### config.mk
export PLATFORM = sky130hd
export DESIGN_NAME = inst_fetch_unit
export DESIGN_NICKNAME = d
export VERILOG_FILES = /design/src/rtl/riscv_pkg.sv /design/src/rtl/ifu_pc_reg.sv /design/src/rtl/inst_fetch_unit.sv
export SDC_FILE = /design/constraint.sdc
export NUM_CORES = 1
export LEC_CHECK = 0
export CAP_MARGIN = 10
export CORE_UTILIZATION = 38
export CTS_CLUSTER_SIZE = 40
export DETAILED_ROUTE_END_ITERATION = 10
export DONT_BUFFER_PORTS = 1
export PLACE_DENSITY = 0.59
export SETUP_SLACK_MARGIN = 0.3
export SKIP_CTS_REPAIR_TIMING = 1
export SLEW_MARGIN = 10
export SYNTH_ARGS = -nofsm -noshare
export SYNTH_HDL_FRONTEND = slang
export SYNTH_SLANG_ARGS = --single-unit
### constraint.sdc
create_clock -name clk -period 5.27 [get_ports clk]
set_clock_uncertainty 0.2 [all_clocks]
set_input_delay 1.054 -clock clk [delete_from_list [all_inputs] [get_ports clk]]
set_output_delay 1.054 -clock clk [all_outputs]
set_load 0.005 [all_outputs]
### src/rtl/riscv_pkg.sv
// Shared definitions for the mini RV32 core: XLEN, NOP, opcodes and fetch states.
// IFU_MISALIGN_CHECK_EN adds the sticky ERR fetch state.
package riscv_pkg;

   localparam int XLEN = 32;

   localparam logic [XLEN-1:0] NOP_INST = 32'h0000_0013;

   localparam logic [6:0] OPC_LUI    = 7'b0110111;
   localparam logic [6:0] OPC_AUIPC  = 7'b0010111;
   localparam logic [6:0] OPC_JAL    = 7'b1101111;
   localparam logic [6:0] OPC_JALR   = 7'b1100111;
   localparam logic [6:0] OPC_BRANCH = 7'b1100011;
   localparam logic [6:0] OPC_LOAD   = 7'b0000011;
   localparam logic [6:0] OPC_STORE  = 7'b0100011;
   localparam logic [6:0] OPC_OP_IMM = 7'b0010011;
   localparam logic [6:0] OPC_OP     = 7'b0110011;

   typedef enum logic [2:0] {
      FS_REQ,
      FS_WAIT,
      FS_DROP,
      FS_HOLD
`ifdef IFU_MISALIGN_CHECK_EN
      , FS_ERR
`endif
   } fetch_state_e;

   function automatic logic [XLEN-1:0] word_align(input logic [XLEN-1:0] a);
      return a & {{(XLEN-2){1'b1}}, 2'b00};
   endfunction

endpackage

### src/rtl/ifu_pc_reg.sv
// Fetch program counter: synchronous reset, redirect load, or +4 increment.
// pc_d_o exposes the next value so the request address can be registered with it.
module ifu_pc_reg
   import riscv_pkg::*;
#(
   parameter logic [XLEN-1:0] RESET_PC = 32'h0000_0000
) (
   input  logic            clk_i,
   input  logic            rst_i,
   input  logic            load_i,
   input  logic [XLEN-1:0] load_pc_i,
   input  logic            inc_i,
   output logic [XLEN-1:0] pc_o,
   output logic [XLEN-1:0] pc_d_o
);

   logic [XLEN-1:0] pc_q, pc_d;

   // Load beats increment; the +4 wraps naturally at 2^32.
   always_comb begin
      pc_d = pc_q;
      if (load_i)
         pc_d = load_pc_i;
      else if (inc_i)
         pc_d = pc_q + 32'd4;
   end

   always_ff @(posedge clk_i) begin
      if (rst_i)
         pc_q <= RESET_PC;
      else
         pc_q <= pc_d;
   end

   assign pc_o   = pc_q;
   assign pc_d_o = pc_d;

endmodule

### src/rtl/inst_fetch_unit.sv
// Instruction fetch unit: one outstanding imem request, valid/ready to decode, redirect flush.
// IFU_MISALIGN_CHECK_EN: misaligned redirect targets raise a sticky fetch_err and park in ERR.
module inst_fetch_unit
   import riscv_pkg::*;
#(
   parameter logic [31:0] RESET_PC = 32'h0000_0000
) (
   input  logic        clk,
   input  logic        rst,
   output logic        imem_req,
   output logic [31:0] imem_addr,
   input  logic        imem_rvalid,
   input  logic [31:0] imem_rdata,
   output logic [31:0] inst,
   output logic [31:0] inst_pc,
   output logic        inst_valid,
   input  logic        inst_ready,
   input  logic        redirect_valid,
   input  logic [31:0] redirect_pc,
   output logic        fetch_err
);

   fetch_state_e    state_q, state_d;
   logic [XLEN-1:0] pc_q, pc_d, redir_tgt;
   logic            pc_load, pc_inc;
   logic            imem_req_q, imem_req_d;
   logic [XLEN-1:0] imem_addr_q, imem_addr_d;
   logic [XLEN-1:0] inst_q, inst_d, inst_pc_q, inst_pc_d;
   logic            inst_valid_q, inst_valid_d;

`ifdef IFU_MISALIGN_CHECK_EN
   logic fetch_err_q, fetch_err_d, misalign;
   assign misalign  = redirect_valid && (redirect_pc[1:0] != 2'b00);
   assign redir_tgt = redirect_pc;
   assign fetch_err = fetch_err_q;
`else
   assign redir_tgt = word_align(redirect_pc);
   assign fetch_err = 1'b0;
`endif

   ifu_pc_reg #(.RESET_PC(RESET_PC)) u_pc_reg (
      .clk_i     (clk),
      .rst_i     (rst),
      .load_i    (pc_load),
      .load_pc_i (redir_tgt),
      .inc_i     (pc_inc),
      .pc_o      (pc_q),
      .pc_d_o    (pc_d)
   );

   always_comb begin
      state_d      = state_q;
      inst_d       = inst_q;
      inst_pc_d    = inst_pc_q;
      inst_valid_d = inst_valid_q;
      pc_load      = 1'b0;
      pc_inc       = 1'b0;
`ifdef IFU_MISALIGN_CHECK_EN
      fetch_err_d  = fetch_err_q;
`endif
      case (state_q)
         // REQ is left only once the request pulse is actually on the bus;
         // right after reset the pulse is still being registered.
         FS_REQ: begin
            pc_load = redirect_valid;
            if (imem_req_q)
               state_d = redirect_valid ? FS_DROP : FS_WAIT;
         end
         FS_WAIT: begin
            if (redirect_valid) begin
               pc_load = 1'b1;
               state_d = imem_rvalid ? FS_REQ : FS_DROP;
            end else if (imem_rvalid) begin
               inst_d       = imem_rdata;
               inst_pc_d    = pc_q;
               inst_valid_d = 1'b1;
               pc_inc       = 1'b1;
               state_d      = FS_HOLD;
            end
         end
         FS_DROP: begin
            pc_load = redirect_valid;
            if (imem_rvalid)
               state_d = FS_REQ;
         end
         FS_HOLD: begin
            if (redirect_valid) begin
               pc_load      = 1'b1;
               inst_valid_d = 1'b0;
               state_d      = FS_REQ;
            end else if (inst_ready) begin
               inst_valid_d = 1'b0;
               state_d      = FS_REQ;
            end
         end
`ifdef IFU_MISALIGN_CHECK_EN
         FS_ERR:  state_d = FS_ERR;
`endif
         default: state_d = FS_REQ;
      endcase
`ifdef IFU_MISALIGN_CHECK_EN
      if (misalign) begin
         state_d      = FS_ERR;
         fetch_err_d  = 1'b1;
         inst_valid_d = 1'b0;
         pc_load      = 1'b0;
         pc_inc       = 1'b0;
      end
`endif
      imem_req_d  = (state_d == FS_REQ);
      imem_addr_d = imem_req_d ? pc_d : imem_addr_q;
   end

   always_ff @(posedge clk) begin
      if (rst) begin
         state_q      <= FS_REQ;
         imem_req_q   <= 1'b0;
         imem_addr_q  <= RESET_PC;
         inst_q       <= NOP_INST;
         inst_pc_q    <= RESET_PC;
         inst_valid_q <= 1'b0;
`ifdef IFU_MISALIGN_CHECK_EN
         fetch_err_q  <= 1'b0;
`endif
      end else begin
         state_q      <= state_d;
         imem_req_q   <= imem_req_d;
         imem_addr_q  <= imem_addr_d;
         inst_q       <= inst_d;
         inst_pc_q    <= inst_pc_d;
         inst_valid_q <= inst_valid_d;
`ifdef IFU_MISALIGN_CHECK_EN
         fetch_err_q  <= fetch_err_d;
`endif
      end
   end

   assign imem_req   = imem_req_q;
   assign imem_addr  = imem_addr_q;
   assign inst       = inst_q;
   assign inst_pc    = inst_pc_q;
   assign inst_valid = inst_valid_q;

endmodule

==> impl_metrics.toml <==
[timing]
finalSetupViolCount = 0
finalCriticalPeriod_ps = 2940
hold_violations = 0
tightest_slew_ps = 989
finalCritPeriodShare_pct = 55.7
max_freq_mhz = 341
max-slew-margin-rel_pct = 34.1
rsz0062_at_grt = "false"
setup_tns_ps = 0
maxSlewViolCount = 0

[global_route]
grt_max_degree = 93
antenna_found_initial = 0
grt_pass1_vias = 4236
gr-total-overflow = 0
track_usage_pct = 19.3
grt_pass1_wl_mm = 21.6

[yosys]
synth_area_mm2 = 0.00543
yosysTopAreaCellShare_pct = 49.0
synth.avg_cell_area_um2 = 8.45
synth_seq_cells = 133
yosysWarnings = 0
netlist_instances = 643
synth_flop_cell = "dfxtp_1"
async_flop_share_pct = 0
synthTopCellsByArea = "dfxtp_1 49%, nand2_1 11%, a21oi_1 6.9%"
synth_edf_count = 0
yosysSeqAreaShare_pct = 49.0
synth_area_leader_cell = "dfxtp_1"
synth_cell_type_count = 55

[routing]
post_drt_wl_per_cell_um = 17.2
first_pass_iters = 5
ant_nets = 0
drc = 0
drtIter0Drc = 217
vias = 4482
drt-total-wl_mm = 14.0
vias_per_cell = 5.51

[pwr]
p_clk_share_pct = 52.3
power_frac_seq_pct = 43.6
peakVddDrop_uv = 197
power.leakage_nw = 2.37
swShare_pct = 21.7
combinationalPowerShare_pct = 4.1
power_density_mw_per_mm2 = 402
internal-power_mw = 1.93
power_switching_uw = 535

[final_layout]
layout_commonest_cell = "nand2_1"
nets = 691
layout_common_cells = "152 x nand2_1, 133 x dfxtp_1, 74 x a21oi_1, 32 x nor2_1, 25 x nand3_1"
syn_to_final_growth_pct = 13.2
final_util_pct = 44.2
fill_cells = 1358
diodes = 0
drive_gt1_share_pct = 9.78

[worst_hold_path]
hold_path.class = "reg -> reg"

[critical_path]
worst-setup-path-type = "in -> reg"
end_kind = "flop"
cp.arrival_ps = 3060
required_ps = 5400
start_kind = "input pin"
ff2ff_setup_slack_ps = 2450
path_max_fanout = 27

[die]
core_area_mm2 = 0.0139
die_y_um = 122
die_w_um = 122
start_util_pct = 39.0
std_cell_rows = 43
die-area_mm2 = 0.0148
ioPinCount = 168

[outcome]
status = "finished clean"

[cts]
clk_pin_slew_worst_paths_ps = 60
cts_tree = "done"
clk_latency_ps = 410
h-tree-depth = 4
root_buffer = "clkbuf_16"
cts_buffer_depth = 2
cts_made_buffers = 17
cts_sinks = 133

[placement]
io_buffers = 0
dpl.hpwl_mm = 9.28
gp_congestion = 0.767

[job]
cap_violations = 0
==> critical path: stages <==
cell,delay (ps)
nor2_1,20
a22o_1,230
a222oi_1,410
a21o_2,690
nand2_1,340
o31ai_1,310
==> final timing paths <==
kind	from	endpoint	cells after the start
worst min-delay path	inst_pc[27]$_SDFFE_PP0P_	inst_pc[27]$_SDFFE_PP0P_	2
worst min register to register	inst_pc[27]$_SDFFE_PP0P_	inst_pc[27]$_SDFFE_PP0P_	2
worst max register to register	u_pc_reg.pc_o[10]$_SDFF_PP0_	imem_addr[28]$_SDFFE_PP0N_	6
worst max-delay path	imem_rvalid	imem_addr[28]$_SDFFE_PP0N_	6
==> synthesized netlist by cell type (all sizes together), types with 3 or more instances <==
master	count
xnor2	9
nor2	32
nand2b	3
a21o	11
xor2	13
mux2i	9
buf	19
and2	12
o21ai	22
clkbuf	30
inv	4
a21oi	78
a31oi	3
nand3	26
dfxtp	133
nor3	13
a211oi	4
nand4	10
nand2	153
nor4	8
nor2b	3
and4	5
and3	22
==> cell type report <==
cell class | instances | area, um^2 | share of cell area [%]
clock inverter | 12 | 201 | 3.27
clock buffer | 20 | 447 | 7.26
inverter | 4 | 15.0 | 0.244
sequential | 133 | 2660 | 43.3
timing repair buffer | 7 | 52.6 | 0.854
tap | 180 | 225 | 3.66
multi-input combinational | 458 | 2550 | 41.4
==> power groups by stage <==
stage / Clock (mW) / Sequential (mW) / Combinational, mW
global route: 1.36 / 1.08 / 0.114
finish: 1.29 / 1.08 / 0.102
CTS: 1.31 / 1.08 / 0.103
floorplan: 0 / 1.09 / 0.0949
detailed placement: 0 / 1.10 / 0.103
global placement: 0 / 1.10 / 0.0994
==> flip-flops by register name, summed over array words and instances, names as in the netlist <==
name	cells
state_q	3
u_pc_reg.pc_o	32
imem_req	1
inst_pc	32
inst_valid	1
imem_addr	32
inst	32
==> per-layer routing <==
metal	global-route usage, %	part of all wire [%]	routed length, um
met5	0	0	0
met4	7.72	1.2	167
met1	22.5	42	5940
met2	32.1	47	6620
met3	7.07	9.1	1280
==> cell families (layout without fill, tap and decap cells) <==
logic type,after synthesis,count (layout),synth area share [%]
compound gates,132,132,14.5
xor+xnor,22,22,3.55
fa+ha+maj,1,1,0.230
buf+inv,53,43,4.33
flops,133,133,49.0
mux,9,9,1.66
other cells,1,2,0.0690
simple gates,292,292,26.7
==> stage by stage <==
stage	total power, mW	area (um^2)	hold slack [ps]	setup WS (ps)	cells
2_1_floorplan	1.18	5440	241	2250	644
5_1_grt	2.55	6150	284	2110	814
3_5_place_dp	1.20	5500	260	1860	782
3_3_place_gp	1.20	5500	256	1900	782
6_report	2.47	6150	267	2330	814
4_1_cts	2.49	6150	267	2310	814
No activity file was read; power rests on OpenSTA's default activity.
